[config.mk]
export PLATFORM = sky130hd
export DESIGN_NAME = csa_accumulator_flat
export DESIGN_NICKNAME = d
export VERILOG_FILES = /design/src/rtl/csa_accumulator_pkg.sv /design/src/rtl/csa_accumulator_if.sv /design/src/rtl/csa_accumulator_stage.sv /design/src/rtl/csa_accumulator.sv /design/src/flat_wrapper.sv
export SDC_FILE = /design/constraint.sdc
export NUM_CORES = 1
export LEC_CHECK = 0
export ABC_AREA = 1
export BUFFER_PORTS_ARGS = -buffer_cell sky130_fd_sc_hd__buf_4
export CAP_MARGIN = 20
export CORE_MARGIN = 8
export CORE_UTILIZATION = 61
export DETAILED_ROUTE_END_ITERATION = 7
export GPL_TIMING_DRIVEN = 0
export PLACE_DENSITY = 0.85
export SETUP_SLACK_MARGIN = 0.02
export SLEW_MARGIN = 40
export SYNTH_ARGS = -nofsm -noshare
export SYNTH_HDL_FRONTEND = slang
export SYNTH_SLANG_ARGS = --single-unit
[constraint.sdc]
create_clock -name clk -period 2.1 [get_ports clk]
set_input_delay 0.105 -clock clk [delete_from_list [all_inputs] [get_ports clk]]
set_output_delay 0.105 -clock clk [all_outputs]
set_load 0.01 [all_outputs]
[src/rtl/csa_accumulator_pkg.sv]
// Shared types, default widths and helpers for the carry-save accumulator.
// The operand and accumulator widths are set by the parameters of the instantiating module.
package csa_acc_pkg;

  localparam int N_DEF  = 4;
  localparam int W_DEF  = N_DEF + 4;
  localparam int CW_DEF = 8;

  typedef enum logic [1:0] {
    ACCUM   = 2'd0,
    RESOLVE = 2'd1,
    DONE    = 2'd2
  } state_t;

  // Keeps only the low n bits of op, so the caller can widen an operand of any width.
  function automatic logic [63:0] zext_op(input logic [63:0] op, input int unsigned n);
    logic [63:0] mask;
    mask = (64'd1 << n) - 64'd1;
    return op & mask;
  endfunction

endpackage

[src/rtl/csa_accumulator_if.sv]
// Operand stream in and result stream out for csa_accumulator.
// The producer and consumer side uses master; the accumulator uses slave.
import csa_acc_pkg::*;

interface csa_accumulator_if #(
  parameter int N  = N_DEF,
  parameter int W  = N + 4,
  parameter int CW = CW_DEF
);
  logic          in_valid;
  logic          in_ready;
  logic [N-1:0]  in_data;
  logic          in_last;
  logic          out_valid;
  logic          out_ready;
  logic [W-1:0]  out_sum;
  logic [CW-1:0] out_count;

  modport master (
    output in_valid, in_data, in_last, out_ready,
    input  in_ready, out_valid, out_sum, out_count
  );

  modport slave (
    input  in_valid, in_data, in_last, out_ready,
    output in_ready, out_valid, out_sum, out_count
  );
endinterface

[src/rtl/csa_accumulator_stage.sv]
// One N-bit 3:2 compressor row: three operands in, a sum word and a carry word out.
// cout bit i carries weight 2^(i+1); the caller shifts it into place.
module carry_save_adder_stage #(
  parameter int N = 8
) (
  input  logic [N-1:0] a,
  input  logic [N-1:0] b,
  input  logic [N-1:0] cin,
  output logic [N-1:0] sum,
  output logic [N-1:0] cout
);

  assign sum  = a ^ b ^ cin;
  assign cout = (a & b) | (a & cin) | (b & cin);

endmodule

[src/rtl/csa_accumulator.sv]
// Multi-operand accumulator that keeps its running total in carry-save form.
// It resolves the total with a single carry-propagate add after the last beat.
import csa_acc_pkg::*;

module csa_accumulator #(
  parameter int N  = N_DEF,
  parameter int W  = N + 4,
  parameter int CW = CW_DEF
) (
  input  logic              clk,
  input  logic              rst_n,
  csa_accumulator_if.slave  bus
);

  state_t        state;
  logic [W-1:0]  s_q;
  logic [W-1:0]  c_q;
  logic [CW-1:0] count_q;
  logic [W-1:0]  out_sum_q;
  logic [CW-1:0] out_count_q;
  logic          out_valid_q;

  logic [W-1:0]  operand;
  logic [W-1:0]  stage_sum;
  logic [W-1:0]  stage_cout;
  logic          accept;

  assign operand = W'(zext_op(64'(bus.in_data), N));
  assign accept  = bus.in_valid && (state == ACCUM);

  carry_save_adder_stage #(.N(W)) u_stage (
    .a    (s_q),
    .b    (c_q),
    .cin  (operand),
    .sum  (stage_sum),
    .cout (stage_cout)
  );

  // in_ready is decoded from the state alone, so it never depends on in_valid.
  assign bus.in_ready  = (state == ACCUM);
  assign bus.out_valid = out_valid_q;
  assign bus.out_sum   = out_sum_q;
  assign bus.out_count = out_count_q;

  // NOTE: every register, including the redundant S/C pair, is cleared in the reset branch,
  // so an interrupted partial sum can never leak into the next result.
  always_ff @(posedge clk) begin
    if (!rst_n) begin
      state       <= ACCUM;
      s_q         <= '0;
      c_q         <= '0;
      count_q     <= '0;
      out_sum_q   <= '0;
      out_count_q <= '0;
      out_valid_q <= 1'b0;
    end else begin
      // NOTE: non-blocking assignments only, so each branch sees pre-edge values of all state.
      unique case (state)
        ACCUM: begin
          if (accept) begin
            s_q     <= stage_sum;
            // The carry word moves up one place; the carry out of the top bit wraps away.
            c_q     <= W'({stage_cout, 1'b0});
            count_q <= (count_q == '1) ? count_q : count_q + CW'(1);
            if (bus.in_last) state <= RESOLVE;
          end
        end
        RESOLVE: begin
          out_sum_q   <= s_q + c_q;
          out_count_q <= count_q;
          out_valid_q <= 1'b1;
          state       <= DONE;
        end
        DONE: begin
          if (bus.out_ready) begin
            out_valid_q <= 1'b0;
            s_q         <= '0;
            c_q         <= '0;
            count_q     <= '0;
            state       <= ACCUM;
          end
        end
        default: state <= ACCUM;
      endcase
    end
  end

endmodule

[src/flat_wrapper.sv]
// flat-port wrapper written by rule: the top's interface ports become plain ports
module csa_accumulator_flat 
#(
  parameter int N  = N_DEF,
  parameter int W  = N + 4,
  parameter int CW = CW_DEF
)
  (clk, rst_n, bus_in_valid, bus_in_data, bus_in_last, bus_out_ready, bus_in_ready, bus_out_valid, bus_out_sum, bus_out_count);
  csa_accumulator_if #(.N(N), .W(W), .CW(CW)) bus_i ();
  input  logic clk;
  input  logic rst_n;
  input wire logic [$bits(bus_i.in_valid)-1:0] bus_in_valid;
  input wire logic [$bits(bus_i.in_data)-1:0] bus_in_data;
  input wire logic [$bits(bus_i.in_last)-1:0] bus_in_last;
  input wire logic [$bits(bus_i.out_ready)-1:0] bus_out_ready;
  output wire logic [$bits(bus_i.in_ready)-1:0] bus_in_ready;
  output wire logic [$bits(bus_i.out_valid)-1:0] bus_out_valid;
  output wire logic [$bits(bus_i.out_sum)-1:0] bus_out_sum;
  output wire logic [$bits(bus_i.out_count)-1:0] bus_out_count;
  assign bus_i.in_valid = bus_in_valid;
  assign bus_i.in_data = bus_in_data;
  assign bus_i.in_last = bus_in_last;
  assign bus_i.out_ready = bus_out_ready;
  assign bus_in_ready = bus_i.in_ready;
  assign bus_out_valid = bus_i.out_valid;
  assign bus_out_sum = bus_i.out_sum;
  assign bus_out_count = bus_i.out_count;
  csa_accumulator #(.N(N), .W(W), .CW(CW)) u_core (.clk(clk), .rst_n(rst_n), .bus(bus_i));
endmodule
==> impl_metrics.csv, run 1 <==
group,metric,value,unit
final_layout,antenna_cells_inserted,0,
synthesis,synth.cell_area,2047,um^2
final_layout,final_core_util,0.7227,
clocking,cts.root.buffer_cell,"clkbuf_4",
pwr,sw_frac_of_total,0.2818,
routing,via_count,1782,
routing,drtIter0Drc,116,
sta,finalCriticalPeriod,1.624,ns
clocking,cts_buffers,5,
run_status,violations,"negative hold slack",
setup_path,critical_path.max_fanout,3,
floorplanning,initial_utilization,0.6232,
synthesis,synth-warning-count,0,
setup_path,worst-endpoint-arrival,1.89,ns
routing,drt-pass1-iter-count,4,
sta,maxSlewHeadroom,0.6320,
sta,max_slew.worst_pin.slew,0.5519,ns
placement,gp_routability_congestion,0.9330,
clocking,number_of_h_tree_levels,2,
clocking,clkSlewWorstSetupHoldPaths,0.13,ns
pwr,power.net_switching,0.4235,mW
sta,finalClockSkew,0.01463,ns
clocking,latest_clock_arrival_within_the_worst_skew_pair,0.38,ns
sta,fmax,615.7,MHz
job,maxCapViolations,0,
synthesis,post_synthesis_share_of_cell_area_spent_on_full_adders_half_adders_and_majority_gates,0.08802,
pwr,power_per_cell_area,633.1,nW/um^2
placement,placed_cell_area,2300,um^2
sta,timing_hold_violations_final,1,
setup_path,critPathKind,"flop to flop",
pwr,pwr-share-comb,0.140,
final_layout,final_layout_size_suffix_gt1_frac,0.2020,
synthesis,cell_accounting_for_the_most_synthesized_area,"dfxtp_1",
routing,postRouteAntennaNets,0,
placement,dp_hpwl,3.412,mm
clocking,ctsResizeCount,0,
floorplanning,chipHeight,73.93,um
clocking,numClockSinks,42,
pwr,power.clock.fraction,0.291,
setup_path,critPathCaptureType,"flop",
sta,rsz0062_at_grt,"false",
setup_path,start_kind,"flop",
synthesis,synth.avg_cell_area,7.667,um^2
sta,finalCritPeriodShare,0.7734,
synthesis,syn_inst,267,
pwr,int_power,1.079,mW
synthesis,post_synth_and_or_nand_nor_area_fraction,0.3032,
synthesis,sequential_share_of_the_synthesized_area,0.4108,
grt,global_route_wire_length_before_repair,7.803,mm
sta,finalSetupViolCount,0,
floorplanning,io_pins,27,
floorplanning,chipWidth,73.93,um
grt,grt_antenna_before_repair,0,
hold_path,hold_path.class,"input pin to flop",
floorplanning,dieArea,5466,um^2
synthesis,count_of_cell_types_in_the_netlist,33,
setup_path,worst_ep_required_time,2.37,ns
synthesis,combinational_family_with_the_most_area_after_synthesis,"simple AND/OR/NAND/NOR gates",
grt,global_route.usage.total,0.1871,
clocking,cts-root-to-sink-buffers,2,
synthesis,yosys-mux-area-fraction,0,
clocking,tritoncts,"yes",
synthesis,yosys_register_bits,42,
synthesis,postSynthNetCount,288,
routing,drc,0,
routing,wire_per_inst,13.25,um
synthesis,synth_compound_area_frac,0.1192,
grt,global_route.overflow_total,0,
pwr,max_ir_drop_vdd,0.4751,mV
synthesis,synth-xor-area-share,0.008557,
sta,setup-tns-final,0,ns
final_layout,final_cell_area,2374,um^2
sta,slew_violations,0,
grt,first_global_vias,1813,
pwr,seq_power_share,0.569,
routing,vias_per_cell,5.121,
pwr,p_leak,1.063,nW
sta,fin_worst_hold_slack,-0.002896,ns
run_status,run_status,"finished, violations left",
floorplanning,floorplan.core_area,3284,um^2
final_layout,area_growth_syn_to_layout,15.95,%
placement,io_buffers,26,
grt,maximum_number_of_pins_on_one_net_before_global_route_repair,14,
final_layout,finalNetCount,322,
final_layout,mostFrequentLayoutCell,"nand2_1",
synthesis,synth_top_cell_area_share,0.4108,
routing,route.final.wire_length,4.612,mm
floorplanning,fp-row-count,21,
synthesis,synth.top_cells.by_area,"dfxtp_1, nand2_1, a21oi_1, nor2_1, ha_1",
final_layout,final_cell_mix,"nand2_1, dfxtp_1, nor2_1",
registers in the layout, indices dropped and copies added (netlist names):
name,cells
u_core.bus.out_count,8
u_core.bus.out_sum,8
u_core.count_q,8
u_core.s_q,8
u_core.c_q,7
u_core.state,2
u_core.bus.out_valid,1
worst max-delay path, stage by stage, from the launching register on:
cell and delay, ns:
dfxtp_1 0.37, ha_1 0.26, fa_1 0.42, nand2_1 0.10
nand2_1 0.07, nand3_1 0.09, a21oi_1 0.07, nor2_1 0.11
nor2_1 0.04
layout make-up:
cell class,instances,area [um^2]
clock inverter,2,12.51
sequential,42,840.8
buffer,8,53.80
tap,46,57.56
inverter,24,90.09
timing repair buffer,27,205.2
clock buffer,6,51.30
multi-input combinational,193,1062
fill,283,910.9
synthesized netlist by cell type:
cell type,count
nand3b_1,2
or2_2,2
clkinv_1,1
buf_4,1
inv_2,4
nand2_2,3
nand4_1,5
o21ai_2,1
a31oi_1,1
a21oi_2,1
nor2_1,35
clkbuf_1,2
buf_12,1
nor3b_1,1
xnor2_1,1
nand3_1,10
nor2_4,3
buf_2,2
nor2_2,2
nand2_1,63
nand3_2,2
o21ai_1,2
nand2_4,3
fa_1,4
o21ai_0,13
xor2_1,1
nand3_4,1
clkbuf_2,1
inv_1,19
ha_1,8
a21oi_1,29
buf_1,1
dfxtp_1,42
power by group through the flow:
stage	logic, mW	clock network [mW]	registers, mW
2_1_floorplan	0.125	0	0.875
3_3_place_gp	0.201	0	0.871
3_5_place_dp	0.208	0	0.872
4_1_cts	0.212	0.440	0.854
5_1_grt	0.235	0.473	0.860
6_report	0.210	0.438	0.855
worst paths after layout:
kind                                    start                    end  slack (ns)  depth (start not counted)
worst min-delay path            bus_out_ready        u_core.state[1]      -0.003                          4
worst min register to register  u_core.c_q[6]          u_core.c_q[6]        0.48                          2
worst max-delay path            u_core.c_q[1]  u_core.bus.out_sum[7]        0.48                          8
worst max register to register  u_core.c_q[1]  u_core.bus.out_sum[7]        0.48                          8
per-stage QoR:
stage	worst slack (ns)	cells	power [mW]	hold WS (ns)
after floorplan	0.6340	267	1.001	0.2242
after global placement	0.5388	339	1.072	0.3396
after detailed placement	0.5066	339	1.080	0.3389
after CTS	0.4728	348	1.505	0.0001860
after global routing	0.2866	348	1.568	0.01097
final	0.4759	348	1.503	-0.002896
logic make-up (layout without fill, tap and decap cells):
logic type      Yosys count  count (layout)
simple gates            132             132
compound gates           47              47
flops                    42              42
buf+inv                  32              67
fa+ha+maj                12              12
xor+xnor                  2               2
routing by layer:
layer,vias up,global-route usage,part of all wire
li1,927,-,-
met1,818,0.1796,0.41
met2,23,0.3506,0.52
met3,14,0.04717,0.033
met4,0,0.1086,0.038
met5,-,0,0
what timing repair did:
| action | 4_1_cts | 5_1_grt |
|---|---|---|
| hold buffers | 1 | 0 |
| endpoints found under the hold margin | 1 | 0 |
| buffers inserted | 0 | 0 |
(Power assumes the default switching activity.)
==> run 2, diff against run 1 <==
Settings changed: CORE_UTILIZATION 61 to 51, PLACE_DENSITY 0.85 to 0.76.
Clock period 2.1 ns to 1.4 ns, I/O delays scaled along.
==> run 2 against run 1 <==
  * Register-to-register slack got worse by 0.51 ns
  * Clock-buffer cell count did not move
  * The run ends with negative setup slack left
  * Highest routed layer unchanged
  * Critical path depth up 1
  * Critical path type unchanged
==> impl_metrics.csv, run 2 (same netlist as run 1, synthesis figures left out) <==
group,metric,value,unit
routing,vias_per_cell,5.191,
run_status,violations,"negative setup slack",
final_layout,final_cell_mix,"nand2_1, buf_4, nor2_1",
grt,grt_antenna_before_repair,0,
setup_path,reg2reg_from,"u_core.c_q[1]",
grt,first_global_vias,1822,
setup_path,crit_path_frequent_cell,"nand2_2",
placement,placement.setup.worst_slack,-0.1037,ns
floorplanning,fp-row-count,23,
grt,global_route.overflow_total,0,
setup_path,start_kind,"flop",
setup_path,worst-endpoint-arrival,1.63,ns
floorplanning,dieArea,6297,um^2
pwr,int_power,1.971,mW
floorplanning,chipWidth,79.36,um
setup_path,r2r_setup_slk,-0.03,ns
sta,slew_violations,0,
clocking,tritoncts,"yes",
setup_path,critPathCaptureType,"flop",
clocking,latest_clock_arrival_within_the_worst_skew_pair,0.30,ns
setup_path,rr_endpoint,"u_core.bus.out_sum[5]",
placement,dpl.cell_count,343,
pwr,power.net_switching,0.6438,mW
placement,placed_cell_area,2311,um^2
floorplanning,io_pins,27,
setup_path,worst_ep_required_time,1.60,ns
final_layout,stdcell_count,362,
clocking,number_of_h_tree_levels,2,
placement,io_buffers,26,
final_layout,final_layout_size_suffix_gt1_frac,0.3045,
pwr,max_ir_drop_vdd,0.5220,mV
final_layout,area_growth_syn_to_layout,28.12,%
final_layout,final_cell_area,2623,um^2
pwr,report.power.total,2.615,mW
setup_path,critPathKind,"flop to flop",
clocking,numClockSinks,42,
sta,finalCriticalPeriod,1.433,ns
setup_path,timing.critical_path.cells,"ha_4 > fa_2 > nand2_2 > nand2_2 > nand2_2 > or2_2 > nand3_2 > nand2_1 > inv_1",
final_layout,multi_input_comb_area,1154,um^2
grt,maximum_number_of_pins_on_one_net_before_global_route_repair,13,
sta,fmax,697.8,MHz
clocking,cts-root-to-sink-buffers,2,
pwr,pwr-share-comb,0.132,
setup_path,crit_path_top_delay_cell,"dfxtp_4",
sta,timing_hold_violations_final,0,
routing,drtIter0Drc,61,
routing,postRouteAntennaNets,0,
placement,gp_routability_congestion,0.8459,
setup_path,critical_path.max_stage_delay,0.36,ns
job,maxCapViolations,0,
sta,maxSlewHeadroom,0.6543,
clocking,clkSlewWorstSetupHoldPaths,0.08,ns
final_layout,n_fill_cell,326,
final_layout,final_core_util,0.6652,
sta,setup-tns-final,-0.03317,ns
clocking,cts_buffers,5,
sta,fin_worst_hold_slack,0.05626,ns
hold_path,hold_path.class,"input pin to flop",
routing,drt-pass1-iter-count,4,
grt,groute.layer.met2.usage,0.2687,
grt,global_route_wire_length_before_repair,7.990,mm
pwr,sw_frac_of_total,0.2462,
final_layout,mostFrequentLayoutCell,"nand2_1",
routing,wire_per_inst,13.57,um
grt,grt-busiest-layer,"met2",
grt,global_route.usage.total,0.1559,
setup_path,rr_worst_depth,9,
floorplanning,chipHeight,79.36,um
routing,via_count,1879,
grt,gr-usage-met3,0.05418,
sta,timing.final.ws_setup,-0.03317,ns
final_layout,finalNetCount,333,
pwr,p_leak,1.129,nW
routing,route.final.wire_length,4.913,mm
pwr,power_per_cell_area,997.2,nW/um^2
sta,finalSetupViolCount,1,
pwr,power.clock.fraction,0.375,
placement,dp_hpwl,3.363,mm
clocking,cts.root.buffer_cell,"clkbuf_8",
run_status,run_status,"finished, violations left",
pwr,seq_power_share,0.493,
sta,rsz0062_at_grt,"true",
floorplanning,floorplan.core_area,3943,um^2
final_layout,antenna_cells_inserted,0,
hold_path,hold_crit_start,"bus_out_ready",
hold_path,worst_hold_path.num_cells,4,
sta,max_slew.worst_pin.slew,0.5185,ns
sta,finalClockSkew,0.003275,ns
grt,grt_use_met1,0.1719,
sta,finalCritPeriodShare,1.024,
final_layout,seq_area,860.8,um^2
hold_path,hold_path_end,"u_core.state[1]",
floorplanning,initial_utilization,0.5192,
setup_path,critical_path.max_fanout,2,
routing,drc,0,
[run 2: cell count changes in the layout (fill, tap and decap cells not counted), moves of 5 or more]
cell | before | now
buf_4 | 27 | 37
dfxtp_2 | 0 | 7
clkbuf_8 | 1 | 6
clkbuf_4 | 5 | 0
ha_1 | 8 | 3
dfxtp_1 | 42 | 32
ha_4 | 0 | 5
[run 2: critical path, delay by kind of cell, from the launching register on]
family                   cells  cell delay [ns]
adder cells (fa/ha/maj)      2             0.52
AND/OR/NAND/NOR              6             0.42
flip-flops                   1             0.36
buffers and inverters        1             0.03
[run 2: power groups by stage]
| stage | Clock [mW] | Sequential (mW) | Combinational (mW) |
|---|---|---|---|
| floorplan | 0 | 1.31 | 0.188 |
| finish | 0.981 | 1.29 | 0.346 |
| global placement | 0 | 1.31 | 0.303 |
| CTS | 0.991 | 1.28 | 0.318 |
| detailed placement | 0 | 1.31 | 0.312 |
| global route | 1.05 | 1.29 | 0.389 |
[run 2: worst max-delay path by stage]
stage                        startpoint                    end  slack, ns  cells past startpoint
after floorplan           u_core.s_q[1]  u_core.bus.out_sum[5]       0.02                      9
after global routing      u_core.s_q[1]  u_core.bus.out_sum[5]      -0.13                      9
after detailed placement  u_core.s_q[1]  u_core.bus.out_sum[5]      -0.10                      9
after global placement    u_core.s_q[1]  u_core.bus.out_sum[5]      -0.08                      9
final                     u_core.c_q[1]  u_core.bus.out_sum[5]      -0.03                      9
after CTS                 u_core.c_q[1]  u_core.bus.out_sum[5]      -0.05                      9
[run 2: metal layers]
layer / routed length, um / part of all wire / vias up
met3: 267 / 0.054 / 15
met4: 106 / 0.022 / 0
met5: 0 / 0 / -
met1: 2104 / 0.43 / 873
met2: 2435 / 0.50 / 41
li1: - / - / 950
[run 2: final cells by class]
type	count	share of cell area
repair inverters	1	0.001908
inverters	24	0.03578
clock inverters	1	0.01145
flip-flops and latches	42	0.3282
clock buffers	6	0.03149
well taps	50	0.02385
plain buffers	8	0.02052
repair buffers	37	0.1069
multi-input cells	193	0.4399
[run 2: timing repair]
action,CTS,global route
pin swaps,4,9
endpoints found under the hold margin,1,0
endpoints found under the setup margin,10,24
buffers inserted,3,7
cloned,0,1
hold buffers,1,0
resized for setup,12,16
==> run 3, diff against run 2 <==
Settings changed: ABC_AREA 1 to unset.
==> run 3 against run 2 <==
  * The flow still finishes with violations (negative setup slack)
  * Cell count down 13%
  * Sequential share of layout area down 0.82 points
  * Fmax down 5.5%
  * Critical path type unchanged
==> impl_metrics.csv, run 3 <==
group,metric,value,unit
run_status,run_status,"finished, violations left",
run_status,violations,"negative setup slack",
synthesis,synth-warning-count,0,
final_layout,finalNetCount,285,
setup_path,worst_path_dominant_cell_family,"flip-flops",
clocking,cts.root.buffer_cell,"clkbuf_8",
synthesis,synth_top_cell_area_share,0.4056,
job,maxCapViolations,0,
hold_path,hold_crit_start,"rst_n",
placement,dp_hpwl,3.367,mm
clocking,clkSlewWorstSetupHoldPaths,0.08,ns
routing,drtIter0Drc,152,
hold_path,hold_path.class,"input pin to flop",
floorplanning,chipWidth,79.76,um
pwr,report.power.total,2.402,mW
synthesis,post_synth_most_frequent_cells,"dfxtp_1, nand2_1, nor2b_1",
setup_path,r2r_setup_slk,-0.12,ns
clocking,tritoncts,"yes",
setup_path,crit_path_frequent_cell,"nand3_1",
setup_path,critical_path.max_stage_delay,0.36,ns
setup_path,worst-endpoint-arrival,1.69,ns
floorplanning,fp-row-count,23,
clocking,latest_clock_arrival_within_the_worst_skew_pair,0.30,ns
clocking,cts-root-to-sink-buffers,2,
sta,finalClockSkew,0.007356,ns
final_layout,final_core_util,0.6742,
final_layout,final_layout_size_suffix_gt1_frac,0.3057,
floorplanning,initial_utilization,0.5221,
routing,wire_per_inst,15.97,um
setup_path,critical_path.max_fanout,6,
final_layout,area_growth_syn_to_layout,29.15,%
setup_path,start_kind,"flop",
final_layout,final_cell_mix,"nand2_1, dfxtp_1, buf_4",
setup_path,reg2reg_from,"u_core.s_q[4]",
grt,global_route.usage.total,0.1595,
grt,maximum_number_of_pins_on_one_net_before_global_route_repair,14,
floorplanning,chipHeight,79.76,um
routing,drt-pass1-iter-count,4,
sta,max_slew.worst_pin.slew,0.4394,ns
sta,timing_hold_violations_final,0,
synthesis,synth.top_cells.by_area,"dfxtp_1, nand2_1, nor2b_1, a22oi_1, ha_1",
routing,via_count,1788,
pwr,p_leak,1.024,nW
sta,fmax,659.4,MHz
floorplanning,floorplan.core_area,3971,um^2
setup_path,crit_path_top_delay_cell,"dfxtp_1",
floorplanning,io_pins,27,
setup_path,timing.critical_path.cells,"ha_4 > nand3_1 > o211ai_1 > mux2i_1 > nand3_1",
sta,finalSetupViolCount,8,
pwr,max_ir_drop_vdd,0.6310,mV
grt,global_route.overflow_total,0,
synthesis,synthMostInstantiatedCell,"dfxtp_1",
setup_path,critPathCaptureType,"flop",
synthesis,sequential_share_of_the_synthesized_area,0.4056,
synthesis,synth-edff-count,0,
grt,global_route_wire_length_before_repair,8.086,mm
sta,finalCritPeriodShare,1.083,
setup_path,beginning_of_the_critical_path,"u_core.s_q[4]",
sta,rsz0062_at_grt,"true",
sta,slew_violations,0,
routing,vias_per_cell,5.676,
setup_path,worst_ep_required_time,1.57,ns
placement,placement.setup.worst_slack,-0.3295,ns
final_layout,antenna_cells_inserted,0,
placement,gp_routability_congestion,0.8322,
synthesis,count_of_cell_types_in_the_netlist,44,
clocking,numClockSinks,42,
synthesis,synth.avg_cell_area,9.093,um^2
sta,timing.final.ws_setup,-0.1166,ns
synthesis,syn_inst,228,
routing,drc,0,
synthesis,postSynth.asyncResetShare,0,
setup_path,critPathKind,"flop to flop",
grt,grt_antenna_before_repair,0,
synthesis,yosys_register_bits,42,
setup_path,cp_num_buf_inv,0,
grt,first_global_vias,1735,
pwr,power_per_cell_area,897.1,nW/um^2
synthesis,dominantRegCellSynth,"dfxtp_1",
synthesis,postSynthNetCount,249,
clocking,cts_buffers,5,
floorplanning,dieArea,6362,um^2
routing,postRouteAntennaNets,0,
sta,maxSlewHeadroom,0.7071,
clocking,number_of_h_tree_levels,2,
synthesis,cell_accounting_for_the_most_synthesized_area,"dfxtp_1",
sta,finalCriticalPeriod,1.517,ns
placement,io_buffers,26,
synthesis,synth.cell_area,2073,um^2
routing,route.final.wire_length,5.032,mm
==> run 3: cell types whose count changed in the layout (fill, tap and decap cells not counted), sizes merged, moves of 6 or more <==
cell    previous run  this run
nand2             69        34
inv               23         4
nor2b              0        17
a22oi              0        14
o21ai             16        10
a21boi             0        12
a21oi             30         6
nor2              40         3
==> run 3: path summary, 6_finish.rpt <==
kind,end,cells after the start
worst min register to register,u_core.bus.out_count[4],2
worst max register to register,u_core.bus.out_sum[6],5
worst min-delay path,u_core.count_q[1],3
worst max-delay path,u_core.bus.out_sum[6],5
==> run 3: layout make-up <==
cell class | count | area [um^2]
sequential | 42 | 857.1
buffer | 12 | 95.09
timing repair buffer | 31 | 252.7
fill | 335 | 1294
multi-input combinational | 168 | 1300
clock inverter | 2 | 12.51
clock buffer | 6 | 82.58
inverter | 4 | 15.01
tap | 50 | 62.56
==> run 3: routing by layer <==
metal  up-vias  global-route usage  part of all wire
li1        879                   -                 -
met1       856              0.1985              0.45
met2        43              0.2551              0.47
met3        10             0.03829             0.064
met4         0             0.07091             0.017
met5         -                   0                 0
==> run 3: worst register-to-register path: cells and delay by family (launching register included) <==
| family | cells | cell delay (ns) |
|---|---|---|
| simple gates | 2 | 0.19 |
| fa+ha+maj | 1 | 0.32 |
| compound gates | 1 | 0.24 |
| flops | 1 | 0.36 |
| mux | 1 | 0.28 |
==> run 3: through the flow <==
step	cell area, um^2	setup TNS [ns]	cells	hold slack [ns]
2_1_floorplan	2108	-0.001868	228	0.2159
3_3_place_gp	2366	-3.549	304	0.3037
3_5_place_dp	2366	-4.230	304	0.3012
4_1_cts	2594	-0.2812	315	0.1034
5_1_grt	2678	-1.148	315	0.1163
6_report	2678	-0.4669	315	0.1154
==> run 3: cells by family (layout without fill, tap and decap cells) <==
kind of cell | after synthesis | in the layout | synth area share
AOI/OAI and AO/OA | 56 | 56 | 0.1847
xor gates and xnor gates | 2 | 2 | 0.008451
adders and majority gates | 12 | 12 | 0.08691
buffers and inverters | 18 | 55 | 0.04224
DFF | 42 | 42 | 0.4056
muxes | 5 | 5 | 0.02414
and+or+nand+nor | 93 | 93 | 0.2480
==> run 3: repair_timing <==
item | in CTS | in global routing
hold buffers | 1 | 0
setup endpoints to repair | 32 | 35
hold endpoints to repair | 1 | 0
resized for setup | 25 | 20
gates cloned | 0 | 1
pin swaps | 6 | 1
buffers inserted | 3 | 0
==> run 3: where the power goes <==
part,total (mW),leakage [nW],internal (mW),switching (mW)
logic,0.308,0.633,0.152,0.156
registers,1.26,0.344,1.22,0.0331
clock network,0.839,0.0472,0.397,0.442
